==> src/rtl/dff_bank_arbiter.sv <==
`default_nettype none
// ============================================================================
// Module   : dff_bank_arbiter
// Purpose  : Round-robin arbiter and write sequencer for one shared WIDTH-bit
//            flip-flop register. Requesters own the register through a
//            req/gnt handshake. Each tenure lasts at most HOLD_MAX cycles.
//            A forced release is followed by a one-cycle grant bubble.
// Revision : 1.0 - initial release
// ============================================================================
module dff_bank_arbiter #(
  parameter int NREQ     = 4,
  parameter int WIDTH    = 8,
  parameter int HOLD_MAX = 4
) (
  input  logic                    clk,
  input  logic                    reset,
  input  logic [NREQ-1:0]         req,
  input  logic [NREQ-1:0]         we,
  input  logic [NREQ*WIDTH-1:0]   wdata,
  output logic [NREQ-1:0]         gnt,
  output logic [$clog2(NREQ)-1:0] owner,
  output logic [WIDTH-1:0]        q,
  output logic                    q_valid
);

  localparam int IDX_W = $clog2(NREQ);
  localparam int CNT_W = $clog2(HOLD_MAX + 1);
  localparam logic [IDX_W-1:0] LAST_IDX   = IDX_W'(NREQ - 1);
  localparam logic [CNT_W-1:0] HOLD_LIMIT = CNT_W'(HOLD_MAX);
  localparam logic [CNT_W-1:0] CNT_ONE    = CNT_W'(1);
  localparam logic [NREQ-1:0]  ONE_HOT0   = {{(NREQ-1){1'b0}}, 1'b1};

  typedef enum logic [1:0] {
    IDLE  = 2'd0,
    GRANT = 2'd1,
    GAP   = 2'd2
  } state_t;

  state_t           state;
  logic [IDX_W-1:0] rr_ptr;
  logic [CNT_W-1:0] hold_cnt;

  logic [WIDTH-1:0] wslice [NREQ];
  logic [IDX_W-1:0] owner_inc;
  logic [IDX_W-1:0] arb_start;
  logic [IDX_W-1:0] arb_idx;
  logic             arb_found;

  // Split the flat write bus into per-requester slices
  genvar gi;
  generate
    for (gi = 0; gi < NREQ; gi++) begin : g_slice
      assign wslice[gi] = wdata[gi*WIDTH +: WIDTH];
    end
  endgenerate

  // Pointer value that follows the current owner, wrapping at NREQ-1
  assign owner_inc = (owner == LAST_IDX) ? '0 : owner + 1'b1;

  // On a voluntary handover the search starts just after the leaving owner,
  // which is also the value rr_ptr is about to take
  assign arb_start = (state == GRANT) ? owner_inc : rr_ptr;

  // Round-robin search: first asserted request at or after arb_start
  always_comb begin
    int pos;
    arb_found = 1'b0;
    arb_idx   = '0;
    pos       = 0;
    for (int k = NREQ - 1; k >= 0; k--) begin
      pos = int'(arb_start) + k;
      if (pos >= NREQ) pos = pos - NREQ;
      if (req[pos[IDX_W-1:0]]) begin
        arb_found = 1'b1;
        arb_idx   = pos[IDX_W-1:0];
      end
    end
  end

  // Arbitration FSM with registered grant, owner and shared register update
  always_ff @(posedge clk) begin
    if (!reset) begin
      state    <= IDLE;
      gnt      <= '0;
      owner    <= '0;
      rr_ptr   <= '0;
      hold_cnt <= '0;
      q        <= '0;
      q_valid  <= 1'b0;
    end else begin
      // gnt is one-hot on owner whenever non-zero, so owner selects the writer
      if (gnt[owner] && we[owner]) begin
        q       <= wslice[owner];
        q_valid <= 1'b1;
      end

      case (state)
        IDLE, GAP: begin
          if (arb_found) begin
            state    <= GRANT;
            gnt      <= ONE_HOT0 << arb_idx;
            owner    <= arb_idx;
            hold_cnt <= CNT_ONE;
          end else begin
            state    <= IDLE;
            gnt      <= '0;
            hold_cnt <= '0;
          end
        end
        GRANT: begin
          if (!req[owner]) begin
            rr_ptr <= owner_inc;
            if (arb_found) begin
              gnt      <= ONE_HOT0 << arb_idx;
              owner    <= arb_idx;
              hold_cnt <= CNT_ONE;
            end else begin
              state    <= IDLE;
              gnt      <= '0;
              hold_cnt <= '0;
            end
          end else if (hold_cnt < HOLD_LIMIT) begin
            hold_cnt <= hold_cnt + CNT_ONE;
          end else begin
            state    <= GAP;
            gnt      <= '0;
            rr_ptr   <= owner_inc;
            hold_cnt <= '0;
          end
        end
        default: begin
          state    <= IDLE;
          gnt      <= '0;
          hold_cnt <= '0;
        end
      endcase
    end
  end

endmodule
`default_nettype wire

==> config.mk <==
export PLATFORM = sky130hd
export DESIGN_NAME = dff_bank_arbiter
export DESIGN_NICKNAME = d
export VERILOG_FILES = /design/src/rtl/dff_bank_arbiter.sv
export SDC_FILE = /design/constraint.sdc
export NUM_CORES = 1
export LEC_CHECK = 0
export BUFFER_PORTS_ARGS = -buffer_cell sky130_fd_sc_hd__buf_2
export CORE_AREA = 3 3 54 56
export CTS_BUF_LIST = sky130_fd_sc_hd__clkbuf_4
export CTS_CLUSTER_SIZE = 10
export DETAILED_ROUTE_END_ITERATION = 8
export DIE_AREA = 0 0 57 59
export PLACE_DENSITY = 0.87
export SLEW_MARGIN = 30
export SYNTH_ARGS = -nofsm -noshare
export SYNTH_HDL_FRONTEND = slang
export SYNTH_SLANG_ARGS = --single-unit
==> constraint.sdc <==
create_clock -name clk -period 3.4 [get_ports clk]
set_clock_uncertainty 0.15 [all_clocks]
set_input_delay 1.02 -clock clk [delete_from_list [all_inputs] [get_ports clk]]
set_output_delay 1.02 -clock clk [all_outputs]
set_load 0.01 [all_outputs]
# Word-level counts from Yosys, hierarchy flattened
# Index checks and enable logic that the tools add are counted.
[word_totals]
ff_bits = 22
latch_bits = 0
mem_bits_rw = 0
romBits = 0
input_bits = 42
out_inout_bits = 15
word_cells = 92
n_memories = 0
[op_classes]
add_sub_neg = 9
mul = 0
n_div = 0
n_lt_le_gt_ge = 11
n_eq_ne = 7
shifts = 1
mux = 49
bitwise = 1
n_reduce_logical = 7
[ops]
columns = ["op", "count"]
rows = [
  ["2-bit 2-to-1 mux", 17],
  ["8-bit binary-select mux with 2-bit select", 1],
  ["8-bit 2-to-1 mux", 2],
  ["2-bit by 3-bit < comparator with 1-bit output, second input constant", 5],
  ["1-bit binary-select mux with 2-bit select", 7],
  ["1-bit 2-to-1 mux", 13],
  ["3-bit greater-or-equal comparator, second input constant", 4],
  ["4-bit 2-to-1 mux", 3],
  ["2-bit case mux with 2 select lines", 2],
  ["4-bit case mux with 2 select lines", 1],
  ["2-bit by 1-bit subtractor with 2-bit output, second input constant", 4],
  ["2-bit by 2-bit adder with 3-bit output, second input constant", 2],
  ["3-bit 2-to-1 mux", 2],
  ["3-bit case mux with 2 select lines", 1],
  ["2-bit AND reduction", 3],
  ["2-bit equality test, second input constant", 2],
  ["2-bit inequality test, second input constant", 2],
  ["1-bit by 2-bit << shifter with 4-bit output, first input constant", 1],
  ["2-bit by 1-bit adder with 3-bit output, second input constant", 1],
  ["3-bit by 1-bit adder with 3-bit output, second input constant", 1],
  ["2-bit by 3-bit greater-or-equal comparator with 1-bit output, second input constant", 1],
  ["3-bit < comparator, second input constant", 1],
  ["3-bit by 2-bit inequality test with 1-bit output, second input constant", 1],
  ["3-bit inequality test, second input constant", 1],
  ["7 further kinds", 7],
]

# Logic depth before layout (Yosys ltp)
[logic_depth]
word_depth = 16
mapped_depth = 6
ltp_nobuf = 6

# Worst setup path after synthesis
# OpenSTA, ideal clock, no wires.
[synth_timing]
kind = "input to register"
start = "input req[3]"
end = "register gnt[2]"
setup_time_ns = 0.060
arrival_time_ns = 2.190
t_required_ns = 3.190
slack_ns = 1.000
path_stages = 4
path_buffers = 0
path_cell_list = "mux4_2 -> a211o_2 -> nor2_1 -> a32o_2"
[synth_via]
elab_chain_cells = 10
elab_cells_between_ends = 23
classes_between = "1 x eq/ne; 1 x shift; 21 x mux"
[synth_lines]
columns = ["element", "line", "rtl"]
rows = [
  ["from (decl)", "17", "input logic [NREQ-1:0] req,"],
  ["1-bit binary-select mux with 2-bit select", "73", "if (req[pos[IDX_W-1:0]]) begin"],
  ["1-bit 2-to-1 mux (implied by the code)", "73", ""],
  ["2-bit 2-to-1 mux (4 in series)", "73", ""],
  ["1-bit by 2-bit << shifter with 4-bit output", "101, 114", ""],
  ["4-bit 2-to-1 mux", "99, 113", ""],
  ["4-bit 2-to-1 mux", "111", "if (!req[owner]) begin"],
  ["4-bit case mux with 2 select lines", "97", "case (state)"],
  ["to (signal assigned)", "101", "gnt <= ONE_HOT0 << arb_idx;"],
  ["to (signal assigned)", "114", "gnt <= ONE_HOT0 << arb_idx;"],
  ["to (decl)", "20", "output logic [NREQ-1:0] gnt,"],
]
# Several ways; a longest one is shown, not always the timed one. The select of a mux whose other input is x is not followed.
# A chain may end at the register's enable or synchronous reset.

# Final worst setup path
[layout_timing]
start = "register owner[1]"
end = "output owner[1]"
[layout_rtl]
columns = ["element", "line", "rtl"]
rows = [
  ["from (decl)", "21", "output logic [$clog2(NREQ)-1:0] owner,"],
  ["from (signal assigned)", "102", "owner <= arb_idx;"],
  ["from (signal assigned)", "115", "owner <= arb_idx;"],
]
# No word-level cell between the ends.

==> impl_results.md <==
- Status: finished clean
- Starting density of the core: 0.4924
- Post-synth top cells: 22 x dfxtp_1, 16 x nor2_1, 12 x mux2i_1
- Fmax: 409.1 MHz
- Clock slew seen by the registers of the worst setup and hold paths: 0.13 ns
- Synth Instances: 120
- Clock root buffer: clkbuf_4
- Largest area contributor in the netlist: dfxtp_1
- Unrepaired setup endpoints after global routing: false
- Distinct cells, synth: 39
- Worst endpoint data arrival time: 1.27 ns
- Number of flops mapped to enable cells by yosys: 0
- Final HPWL DP: 2289 um
- Critical-path top delay cell: dfxtp_1
- Num CTS Buffers: 3
- Antenna-violating nets left: 0
- Rel. slew slack: 0.5935
- Fin crit period: 2.444 ns
- Cell Area, Placed: 0.001524 mm^2
- Routed WL: 2947 um
- Die width: 57 um
- Final Cell Area: 0.001577 mm^2
- Core area: 0.002477 mm^2
- RR Startpoint: owner[1]
- Area growth syn-to-layout: 29.23%
- Syn_area_per_cell: 10.17 um^2
- Diode count: 0
- Top-count cell post-synth: dfxtp_1
- Post-Syn Nets: 164
- IO Port Bufs: 56
- Combinational power share: 0.319
- Switching share of total power: 0.2978
- Die span in y: 59 um
- Later-pin clock latency in the skew report: 0.31 ns
- GR Util All Layers: 0.1823
- CTS tree: done
- Global route total overflow: 0
- Worst-case clock buffer depth: 2
- First DRT Iteration DRCs: 43
- Top Ports: 57
- Sequential area share after synthesis: 0.3610
- Worst Path Buf+Inv: 1
- Critical Path Source: owner[1]
- Setup violators final: 0
- Nets: 222
- Sequential share of power: 0.417
- Int Pwr: 0.0005340 W
- CP top delay family: flip-flops
- Leak pwr: 0.7536 nW
- Maximum vdd drop: 0.4434 mV
- HP Class: reg2reg
- Mapped Area: 0.001220 mm^2
- Worst Path Required: 2.23 ns
- FFs w/ async S/R, synth: 0
- Clock power frac: 0.264
- Hold buffers post-CTS: 0
- Via count: 1162
- Worst hold start: q_valid
- Startpoint Class: flop
- Worst-Margin Slew: 0.6089 ns
- Post-CTS setup buffer count: 0
- Max_cap viols: 0
- DRC Markers: 0
- Worst-path cell chain: buf_2
- Die ar.: 0.003363 mm^2
- Resized Gates After CTS: 0
- Rows: 18
- Slowest stage delay, CP: 0.73 ns
- Seq cells post-synth: 22
- Main synth FF type: dfxtp_1
- Vias per cell: 5.614
- Worst Setup End Kind: output port
- Initial antenna violation count: 0
- Filler cell count: 189
- Share of layout cells above drive strength 1: 0.4463
- Ys Warns: 0
- Wire length per cell: 14.24 um
- CTS H-tree depth: 1
- TNS Setup: 0 ns
- Hold Vio Cnt, Final: 0
- Share of the synthesized area in the top cell type: 0.3610
- PD cells: 482.4 mW/mm^2
- Pins over their slew limit: 0
- Crit Path Max Fanout: 14
- Crit Path Class: reg2out
- First-pass GRT wire length: 4878 um
- First-pass DRT Iterations: 4
- Clock sink total: 22
- Switching power: 0.0002264 W
- Vias in the first global route: 1182
- Top post-synthesis cells by area: dfxtp_1 36%, mux4_2 17%, mux2i_1 9.8%
- Routability cong.: 0.8101
- Largest net degree at the start of global routing: 18
- Tcrit/Tclk final: 0.7189
## final cells by class
class | count | area (um^2) | share of cell area
Multi-Input combinational cell | 88 | 732.0 | 0.4643
Timing Repair Buffer | 58 | 295.3 | 0.1873
Clock inverter | 1 | 30.03 | 0.01905
Clock buffer | 3 | 22.52 | 0.01429
Tap cell | 30 | 37.54 | 0.02381
Inverter | 5 | 18.77 | 0.01190
Sequential cell | 22 | 440.4 | 0.2794
## per-stage QoR
| step | utilization | setup WS, ns | hold WS (ns) | cells | total power (W) |
|---|---|---|---|---|---|
| final | 0.6364 | 0.9558 | 0.3146 | 207 | 0.0007604 |
| after global routing | 0.6364 | 0.8119 | 0.3394 | 207 | 0.0008033 |
| after CTS | 0.6364 | 0.9198 | 0.3219 | 207 | 0.0007679 |
| after detailed placement | 0.6152 | 0.7601 | 0.3028 | 203 | 0.0005665 |
| after global placement | 0.6152 | 0.7892 | 0.2869 | 203 | 0.0005561 |
| after floorplan | - | 1.000 | 0.3082 | 120 | 0.0004867 |
## per-layer routing
layer,share of wire,wire (um),track usage,up-vias
li1,-,-,-,560
met1,0.41,1221,0.2099,549
met2,0.49,1452,0.3393,49
met3,0.083,245,0.03704,4
met4,0.0095,28,0.05629,0
met5,0,0,0,-
## power by group through the flow
stage / clock network [W] / registers (W) / logic [W]
3_3_place_gp: 0 / 0.000320 / 0.000236
4_1_cts: 0.000206 / 0.000317 / 0.000245
6_report: 0.000200 / 0.000317 / 0.000243
3_5_place_dp: 0 / 0.000323 / 0.000244
2_1_floorplan: 0 / 0.000323 / 0.000163
5_1_grt: 0.000212 / 0.000323 / 0.000269
## flip-flops by register name, summed over array words and instances (netlist names)
signal	flops
q	8
owner	2
gnt	4
hold_cnt	3
state	2
q_valid	1
rr_ptr	2
## cell families after synthesis
kind of cell | Yosys count | synth area share
adder cells (fa/ha/maj) | 2 | 0.02051
multiplexers | 23 | 0.2851
flip-flops | 22 | 0.3610
AND/OR/NAND/NOR | 41 | 0.1662
AO/OA/AOI/OAI | 22 | 0.1282
buffers and inverters | 10 | 0.03896
## worst paths after layout
check,endpoint,slack (ns),depth (start not counted)
setup / recovery,owner[1],0.96,1
hold / removal,q_valid,0.31,2
setup reg to reg,gnt[0],0.97,6
hold reg to reg,q_valid,0.31,2
## cells in the final DEF, fill, tap and decap left out, types with 2 or more instances in the layout
master and instances:
a21oi_1 4, a31oi_1 2, and2_1 2, buf_2 56
buf_4 2, clkbuf_4 3, dfxtp_1 22, ha_1 2
inv_1 4, mux2i_1 12, mux4_2 9, nand2_1 7
nand3_1 5, nor2_1 16, nor3_1 3, o211ai_1 2
o21ai_0 3, o31ai_1 2
(Power assumes the default switching activity.)
